$ cat src/rtl/vslc_eeprom_writer.sv
// ---------------------------------------------------------------------------
// vslc_eeprom_writer
//
// Writes one byte into a serial (SPI) EEPROM and then polls its status
// register until the write-in-progress bit clears or the poll budget runs out.
// The SPI clock is generated outside this block; it is sampled on clk and its
// edges are found by comparing against a registered copy.
//
// Bus sequence: WREN | gap | WRITE ADDR(16b) DATA | gap | RDSR STATUS...
// copi changes on spi_clk falling edges, cipo is captured on rising edges.
//
// Ports
//   clk            system clock, all state updates on its rising edge
//   rst_n          synchronous reset, active low
//   spi_clk        externally generated SPI clock (sampled)
//   hold_n         low: freeze, spi_clk edges seen while low are lost
//   start          request a byte write (accepted only when idle)
//   address[8:0]   EEPROM byte address
//   data[7:0]      byte to write
//   cipo           serial data from the EEPROM
//   copi           serial data to the EEPROM, MSB first
//   chip_select_n  EEPROM select, active low
//   busy           high whenever a write is in progress
//   done           one-clk pulse on completion (success or timeout)
//   timeout        one-clk pulse together with done when polling ran out
//   status_byte    last complete status byte read back
// ---------------------------------------------------------------------------
module vslc_eeprom_writer #(
    parameter int unsigned POLL_MAX = 255
) (
    input  logic       clk,
    input  logic       rst_n,
    input  logic       spi_clk,
    input  logic       hold_n,
    input  logic       start,
    input  logic [8:0] address,
    input  logic [7:0] data,
    input  logic       cipo,
    output logic       copi,
    output logic       chip_select_n,
    output logic       busy,
    output logic       done,
    output logic       timeout,
    output logic [7:0] status_byte
);

    typedef enum logic [3:0] {
        S_IDLE,
        S_WREN,
        S_GAP1,
        S_WRITE,
        S_ADDR,
        S_DATA,
        S_GAP2,
        S_RDSR,
        S_STATUS
    } state_t;

    localparam logic [7:0] CMD_WREN  = 8'h06;
    localparam logic [7:0] CMD_WRITE = 8'h02;
    localparam logic [7:0] CMD_RDSR  = 8'h05;
    // Poll counter value of the last status byte we are allowed to read.
    localparam logic [7:0] POLL_LAST = 8'(POLL_MAX - 1);

    state_t      state_q, state_d;
    logic [3:0]  bit_cnt_q, bit_cnt_d;
    logic [7:0]  poll_cnt_q, poll_cnt_d;
    logic [7:0]  shift_q, shift_d;
    logic [7:0]  status_q, status_d;
    logic [8:0]  addr_q, addr_d;
    logic [7:0]  data_q, data_d;
    logic        done_q, done_d;
    logic        timeout_q, timeout_d;
    logic        spi_clk_q;

    logic        spi_rise;
    logic        spi_fall;
    logic [15:0] addr_word;

    // Edges are qualified by hold_n; the history register keeps tracking
    // spi_clk during a hold so an edge lost while frozen is never replayed.
    assign spi_rise  = hold_n &  spi_clk & ~spi_clk_q;
    assign spi_fall  = hold_n & ~spi_clk &  spi_clk_q;
    assign addr_word = {7'b0, addr_q};

    always_ff @(posedge clk) begin
        if (!rst_n) begin
            state_q    <= S_IDLE;
            bit_cnt_q  <= 4'd0;
            poll_cnt_q <= 8'd0;
            shift_q    <= 8'd0;
            status_q   <= 8'd0;
            addr_q     <= 9'd0;
            data_q     <= 8'd0;
            done_q     <= 1'b0;
            timeout_q  <= 1'b0;
            spi_clk_q  <= 1'b0;
        end else begin
            state_q    <= state_d;
            bit_cnt_q  <= bit_cnt_d;
            poll_cnt_q <= poll_cnt_d;
            shift_q    <= shift_d;
            status_q   <= status_d;
            addr_q     <= addr_d;
            data_q     <= data_d;
            done_q     <= done_d;
            timeout_q  <= timeout_d;
            spi_clk_q  <= spi_clk;
        end
    end

    always_comb begin
        state_d    = state_q;
        bit_cnt_d  = bit_cnt_q;
        poll_cnt_d = poll_cnt_q;
        shift_d    = shift_q;
        status_d   = status_q;
        addr_d     = addr_q;
        data_d     = data_q;
        // done/timeout are single-cycle pulses, so they drop every clk.
        done_d     = 1'b0;
        timeout_d  = 1'b0;

        if (hold_n) begin
            if (state_q == S_STATUS && spi_rise) begin
                shift_d = {shift_q[6:0], cipo};
            end

            case (state_q)
                S_IDLE: begin
                    if (start) begin
                        addr_d     = address;
                        data_d     = data;
                        poll_cnt_d = 8'd0;
                        bit_cnt_d  = 4'd7;
                        state_d    = S_WREN;
                    end
                end
                S_GAP1: begin
                    if (spi_fall) begin
                        bit_cnt_d = 4'd7;
                        state_d   = S_WRITE;
                    end
                end
                S_GAP2: begin
                    if (spi_fall) begin
                        bit_cnt_d = 4'd7;
                        state_d   = S_RDSR;
                    end
                end
                S_STATUS: begin
                    if (spi_fall) begin
                        if (bit_cnt_q == 4'd0) begin
                            // shift_q already holds all 8 bits: the last
                            // rising edge came before this falling edge.
                            status_d = shift_q;
                            if (!shift_q[0]) begin
                                state_d = S_IDLE;
                                done_d  = 1'b1;
                            end else if (poll_cnt_q == POLL_LAST) begin
                                state_d   = S_IDLE;
                                done_d    = 1'b1;
                                timeout_d = 1'b1;
                            end else begin
                                poll_cnt_d = poll_cnt_q + 8'd1;
                                bit_cnt_d  = 4'd7;
                            end
                        end else begin
                            bit_cnt_d = bit_cnt_q - 4'd1;
                        end
                    end
                end
                default: begin
                    // Shifting states: WREN, WRITE, ADDR, DATA, RDSR.
                    if (spi_fall) begin
                        if (bit_cnt_q == 4'd0) begin
                            case (state_q)
                                S_WREN: begin
                                    state_d   = S_GAP1;
                                    bit_cnt_d = 4'd0;
                                end
                                S_WRITE: begin
                                    state_d   = S_ADDR;
                                    bit_cnt_d = 4'd15;
                                end
                                S_ADDR: begin
                                    state_d   = S_DATA;
                                    bit_cnt_d = 4'd7;
                                end
                                S_DATA: begin
                                    state_d   = S_GAP2;
                                    bit_cnt_d = 4'd0;
                                end
                                S_RDSR: begin
                                    state_d   = S_STATUS;
                                    bit_cnt_d = 4'd7;
                                end
                                default: begin
                                    state_d   = S_IDLE;
                                    bit_cnt_d = 4'd0;
                                end
                            endcase
                        end else begin
                            bit_cnt_d = bit_cnt_q - 4'd1;
                        end
                    end
                end
            endcase
        end
    end

    always_comb begin
        copi = 1'b0;
        case (state_q)
            S_WREN:  copi = CMD_WREN[bit_cnt_q[2:0]];
            S_WRITE: copi = CMD_WRITE[bit_cnt_q[2:0]];
            S_ADDR:  copi = addr_word[bit_cnt_q];
            S_DATA:  copi = data_q[bit_cnt_q[2:0]];
            S_RDSR:  copi = CMD_RDSR[bit_cnt_q[2:0]];
            default: copi = 1'b0;
        endcase
    end

    // CS is released only between commands; consecutive status reads stay
    // inside one select period.
    assign chip_select_n = (state_q == S_IDLE) || (state_q == S_GAP1) || (state_q == S_GAP2);
    assign busy          = (state_q != S_IDLE);
    assign done          = done_q;
    assign timeout       = timeout_q;
    assign status_byte   = status_q;

endmodule
$ cat config.mk
export PLATFORM = sky130hd
export DESIGN_NAME = vslc_eeprom_writer
export DESIGN_NICKNAME = d
export VERILOG_FILES = /design/src/rtl/vslc_eeprom_writer.sv
export SDC_FILE = /design/constraint.sdc
export NUM_CORES = 1
export LEC_CHECK = 0
export CORE_MARGIN = 5
export CORE_UTILIZATION = 54
export DETAILED_ROUTE_END_ITERATION = 16
export MAX_ROUTING_LAYER = met4
export PLACE_DENSITY = 0.89
export SLEW_MARGIN = 20
export SYNTH_ARGS = -nofsm -noshare
export SYNTH_HDL_FRONTEND = slang
export SYNTH_SLANG_ARGS = --single-unit
$ cat constraint.sdc
create_clock -name clk -period 3.2 [get_ports clk]
set_input_delay 0.64 -clock clk [delete_from_list [all_inputs] [get_ports clk]]
set_output_delay 0.64 -clock clk [all_outputs]
set_load 0.01 [all_outputs]
# Word level (Yosys, flattened, before mapping)

Memories as Yosys holds them, arrays and structs flattened. A register that Yosys moved wholly into a read port is not among the register bits.
Index checks and enable logic that the tools add are counted.

Bits in registers: 52
Bits in read-only memories: 24
Bits of input ports: 23
Output and inout port bits: 13
Logic and storage cells: 104
Memories: 3

Add/subtract/negate cells: 2
Magnitude comparators: 2
Equal/unequal tests: 20
Muxes and demuxes: 42
Bitwise operators: 6
Reductions and logical operators: 19

Memories:

| name             | words | bits a word | rd ports | clocked after memory_dff | wr ports | line | RTL |
|---|---|---|---|---|---|---|---|
| (name not given) | 8     | 1           | 1        | 1                        | 0        | 219  | `S_RDSR: copi = CMD_RDSR[bit_cnt_q[2:0]];` |
| (name not given) | 8     | 1           | 1        | 1                        | 0        | 216  | `S_WRITE: copi = CMD_WRITE[bit_cnt_q[2:0]];` |
| (name not given) | 8     | 1           | 1        | 1                        | 0        | 215  | `S_WREN: copi = CMD_WREN[bit_cnt_q[2:0]];` |

Operators with widths:

| cell                  | count |
|---|---|
| $mux W4               | 16 |
| $mux W8               | 5 |
| $pmux W4 S5           | 1 |
| $mux W3               | 6 |
| $eq A4 B3 Y1 const B  | 4 |
| $pmux W4 S4           | 1 |
| $pmux W8 S2           | 1 |
| $reduce_and A7 Y1     | 2 |
| $ne A2 B2 Y1 const B  | 6 |
| $pmux W4 S3           | 1 |
| $reduce_and A9 Y1     | 1 |
| $add A8 B1 Y8 const B | 1 |
| $eq A4 B2 Y1 const B  | 2 |
| $eq A8 B8 Y1 const B  | 1 |
| $logic_not A4 Y1      | 2 |
| $pmux W4 S2           | 1 |
| $reduce_bool A4 Y1    | 2 |
| $mux W1               | 7 |
| $ne A3 B3 Y1 const B  | 2 |
| $reduce_and A6 Y1     | 1 |
| $lt A4 B5 Y1 const B  | 1 |
| $pmux W1 S5           | 1 |
| $reduce_and A5 Y1     | 1 |
| $and A1 B1 Y1         | 4 |
| 16 further kinds      | 21 |

# Depth between registers and ports, before layout

Depth in word-level cells: 8
Gate-level depth with buffers: 10
Depth with buffers taken out: 8

# Worst setup path before layout

OpenSTA, ideal clock, no wires.

Path type: register to output
Start: reg bit_cnt_q[0]
End: out copi
Arrival: 1772 ps
Data required time: 2560 ps
Path slack: 788 ps
Stages on the path, launching flop included: 7
Buffers on the path: 1
Cell sequence: dfxtp_1 > clkbuf_1 > mux4_2 > nor2b_1 > a211oi_1 > o32ai_1 > a32o_1

Cells in the longest elaborated chain, start to end: 3
Elaborated cells between the ends (all ways): 5
Classes of those cells: 5 x mux

Ends and longest elaborated chain:

| element                                           | line     | RTL |
|---|---|---|
| from (decl)                                       | 66       | `logic [3:0] bit_cnt_q, bit_cnt_d;` |
| from (signal assigned)                            | 100      | `bit_cnt_q <= bit_cnt_d;` |
| $bmux W1 S4 / $bmux W1 S3 (equally long branches) | 217, 218 |  |
| $mux W1, on equally long branches                 | 217, 218 |  |
| $pmux W1 S5 *                                     | 214      | `case (state_q)` |
| to (decl)                                         | 39       | `output logic copi,` |

Every way passes the cells marked *; elsewhere a longest branch is shown, timed or not. The select of a mux whose other input is x is not followed.

# Worst setup path after layout

Ends and elaborated chain as after synthesis.

==> flow_summary.json <==
{
  "ios": 36,
  "clockBufferDepth": 2,
  "place_inst": 359,
  "detail_route.first_pass.iterations": 4,
  "critPathLaunch": "bit_cnt_q[0]",
  "cts_tree": "built",
  "core_sq_um": 4444,
  "crit_type": "reg2out",
  "fillers": 341,
  "grt_pass1_vias": 2027,
  "final_max_slew_viol_count": 0,
  "fin_worst_skew_ps": 3.706,
  "wl_per_cell_um": 14.55,
  "fin_crit_sh": 0.9584,
  "synth.avg_cell_area_sq_um": 8.798,
  "synth_area_sq_um": 2525,
  "yosysSeqAreaShare": 0.4361,
  "postLayoutCellArea_sq_um": 3012,
  "area_delta_synth_final_pct": 19.28,
  "relSlewSlack": 0.4928,
  "rows": 24,
  "power_density_nw_per_um2": 522.4,
  "dr.first_iter.drc_count": 229,
  "post_cts_buffers": 0,
  "rrSetupSlack_ps": 770,
  "critPathLaunchType": "register",
  "max_freq_mhz": 326.1,
  "cts_hold_buf": 0,
  "grt_start_max_net_pins": 34,
  "post-route-util": 0.6776,
  "hold_viol_final": 0,
  "worstPathRequired_ps": 2560,
  "syn_inst": 287,
  "grt_pass1_wl_mm": 9.142,
  "clk_pin_slew_ps": 90,
  "clock-sinks": 55,
  "regArea_sq_um": 1106,
  "port_buffers": 35,
  "async_flop_share": 0,
  "yosys-top-cells-count": "55 x dfxtp_1, 47 x nand2_1, 34 x nor2_1, 25 x a21oi_1, 18 x mux2i_1",
  "end_kind": "output pin",
  "ir_worst_vdd_mv": 0.2612,
  "clock-root-buffer": "clkbuf_8",
  "drt-vias-per-instance": 5.817,
  "worst_pin_slew_ps": 756.7,
  "drive_above_1_share": 0.08571,
  "multi_input_area_sq_um": 1316,
  "dp_hpwl_mm": 3.675,
  "ys_types": 49,
  "drcViolationCount": 0,
  "routed_wl_mm": 5.341,
  "place_area_sq_um": 2884,
  "ys_ff_latch": 55,
  "dieHeight_um": 78.38,
  "r2r_start": "bit_cnt_q[0]",
  "grt_antenna_before_repair": 0,
  "setup-violations-final": 0,
  "maxCapViolCount": 0,
  "yosys.area.top_type_share": 0.4361,
  "cts_made_buffers": 5,
  "worst_ep_arrival_time_ps": 2430,
  "start_util": 0.5681,
  "ys.flop_type": "dfxtp_1",
  "place_congestion": 0.8903,
  "final.min_clock_period_ps": 3067,
  "power_w": 0.001573,
  "p_leak_nw": 1.049,
  "synth_largest_area_cell": "dfxtp_1",
  "drtAntennaViolNets": 0,
  "synthTopCellsByArea": "dfxtp_1 44%, mux2i_1 7.1%, nand2_1 7.0%",
  "fin_nets": 340,
  "clock_latency_ps": 300,
  "synth.most_common_cell": "dfxtp_1",
  "status": "complete, no violations",
  "ys.warnings.count": 0,
  "hp-class": "reg2reg",
  "critPathMaxFanout": 7,
  "grt-ovfl-total": 0,
  "syn_nets": 313,
  "min_from": "addr_q[1]",
  "die_area_sq_um": 6143,
  "die_width_um": 78.38,
  "antenna_cells": 0,
  "stdcell_count": 367,
  "synth-edff-count": 0,
  "grt.total_usage": 0.1875,
  "htree_levels": 2,
  "via_count": 2135
}
## worst max-delay path, cell delays in order, from the launching register on
cell and delay [ps]:
dfxtp_4 410, mux4_2 500, nor2b_1 150, a211oi_2 240, o32ai_1 120, a32o_1 240, clkdlybuf4s50_1 470
## sequential cells by signal, indices dropped and copies added, names as in the netlist, named ones only
register	count
addr_q	9
bit_cnt_q	4
data_q	8
done	1
poll_cnt_q	8
shift_q	8
spi_clk_q	1
state_q	4
status_byte	8
timeout	1
## layout make-up
| class | instances | share of cell area |
|---|---|---|
| clock buffer | 6 | 0.02742 |
| clock inverter | 2 | 0.01163 |
| inverter | 7 | 0.008725 |
| multi-input combinational | 206 | 0.4371 |
| sequential | 55 | 0.3673 |
| tap | 52 | 0.02160 |
| timing repair buffer | 39 | 0.1263 |
## routing by layer
layer  track usage  routed length, um  share of wire
met2        0.3022               2518           0.47
met3       0.03318                284          0.053
met5             -                  0              0
met1        0.2393               2445           0.46
met4       0.06294                 93          0.017
## path summary, 6_finish.rpt
path              endpoint  depth (start not counted)
min              addr_q[1]                          2
min reg2reg      addr_q[1]                          2
max reg2reg  poll_cnt_q[3]                          9
max                   copi                          6
## placed cells by master (no fill, tap or decap), types with 4 or more instances in the layout
cell             netlist  routed
dfxtp_1               55      53
nand2_1               47      47
clkdlybuf4s50_1        0      35
nor2_1                34      34
a21oi_1               25      25
mux2i_1               18      18
inv_1                  7       7
nor3_1                 6       6
nand4_1                6       6
clkbuf_8               0       6
o21ai_0                5       5
xor2_1                 5       5
mux4_2                 4       4
nand3_1                4       4
buf_4                  0       4
## kinds of logic (layout without fill, tap and decap cells)
kind of cell             count (synthesis)  in the layout  share of synthesized area
AO/OA/AOI/OAI                           50             50                     0.1264
buffers and inverters                   26             54                    0.04460
XOR/XNOR                                 8              8                    0.02775
multiplexers                            24             24                     0.1204
AND/OR/NAND/NOR                        121            121                     0.2299
adder cells (fa/ha/maj)                  3              3                    0.01487
flip-flops                              55             55                     0.4361
## per-stage QoR
step	setup WS, ps	setup TNS (ps)	hold slack, ps
floorplan	788.0	0	433.1
global placement	347.9	0	444.8
detailed placement	290.1	0	448.2
CTS	22.53	0	460.9
global route	-5.724	-5.724	481.3
finish	133.2	0	463.8
## repair_timing
| action | 4_1_cts | 5_1_grt |
|---|---|---|
| pin swaps | 0 | 0 |
| hold endpoints to repair | 0 | 0 |
| endpoints found under the setup margin | 1 | 1 |
| gates resized for setup | 1 | 3 |
## power by group
part           leakage [nW]  switching, W  internal (W)  total (W)
Combinational         0.540      0.000172      0.000151   0.000324
Clock                0.0612      0.000216      0.000253   0.000470
Sequential            0.448     0.0000537      0.000726   0.000780
Power figures use the tool's default switching activity.
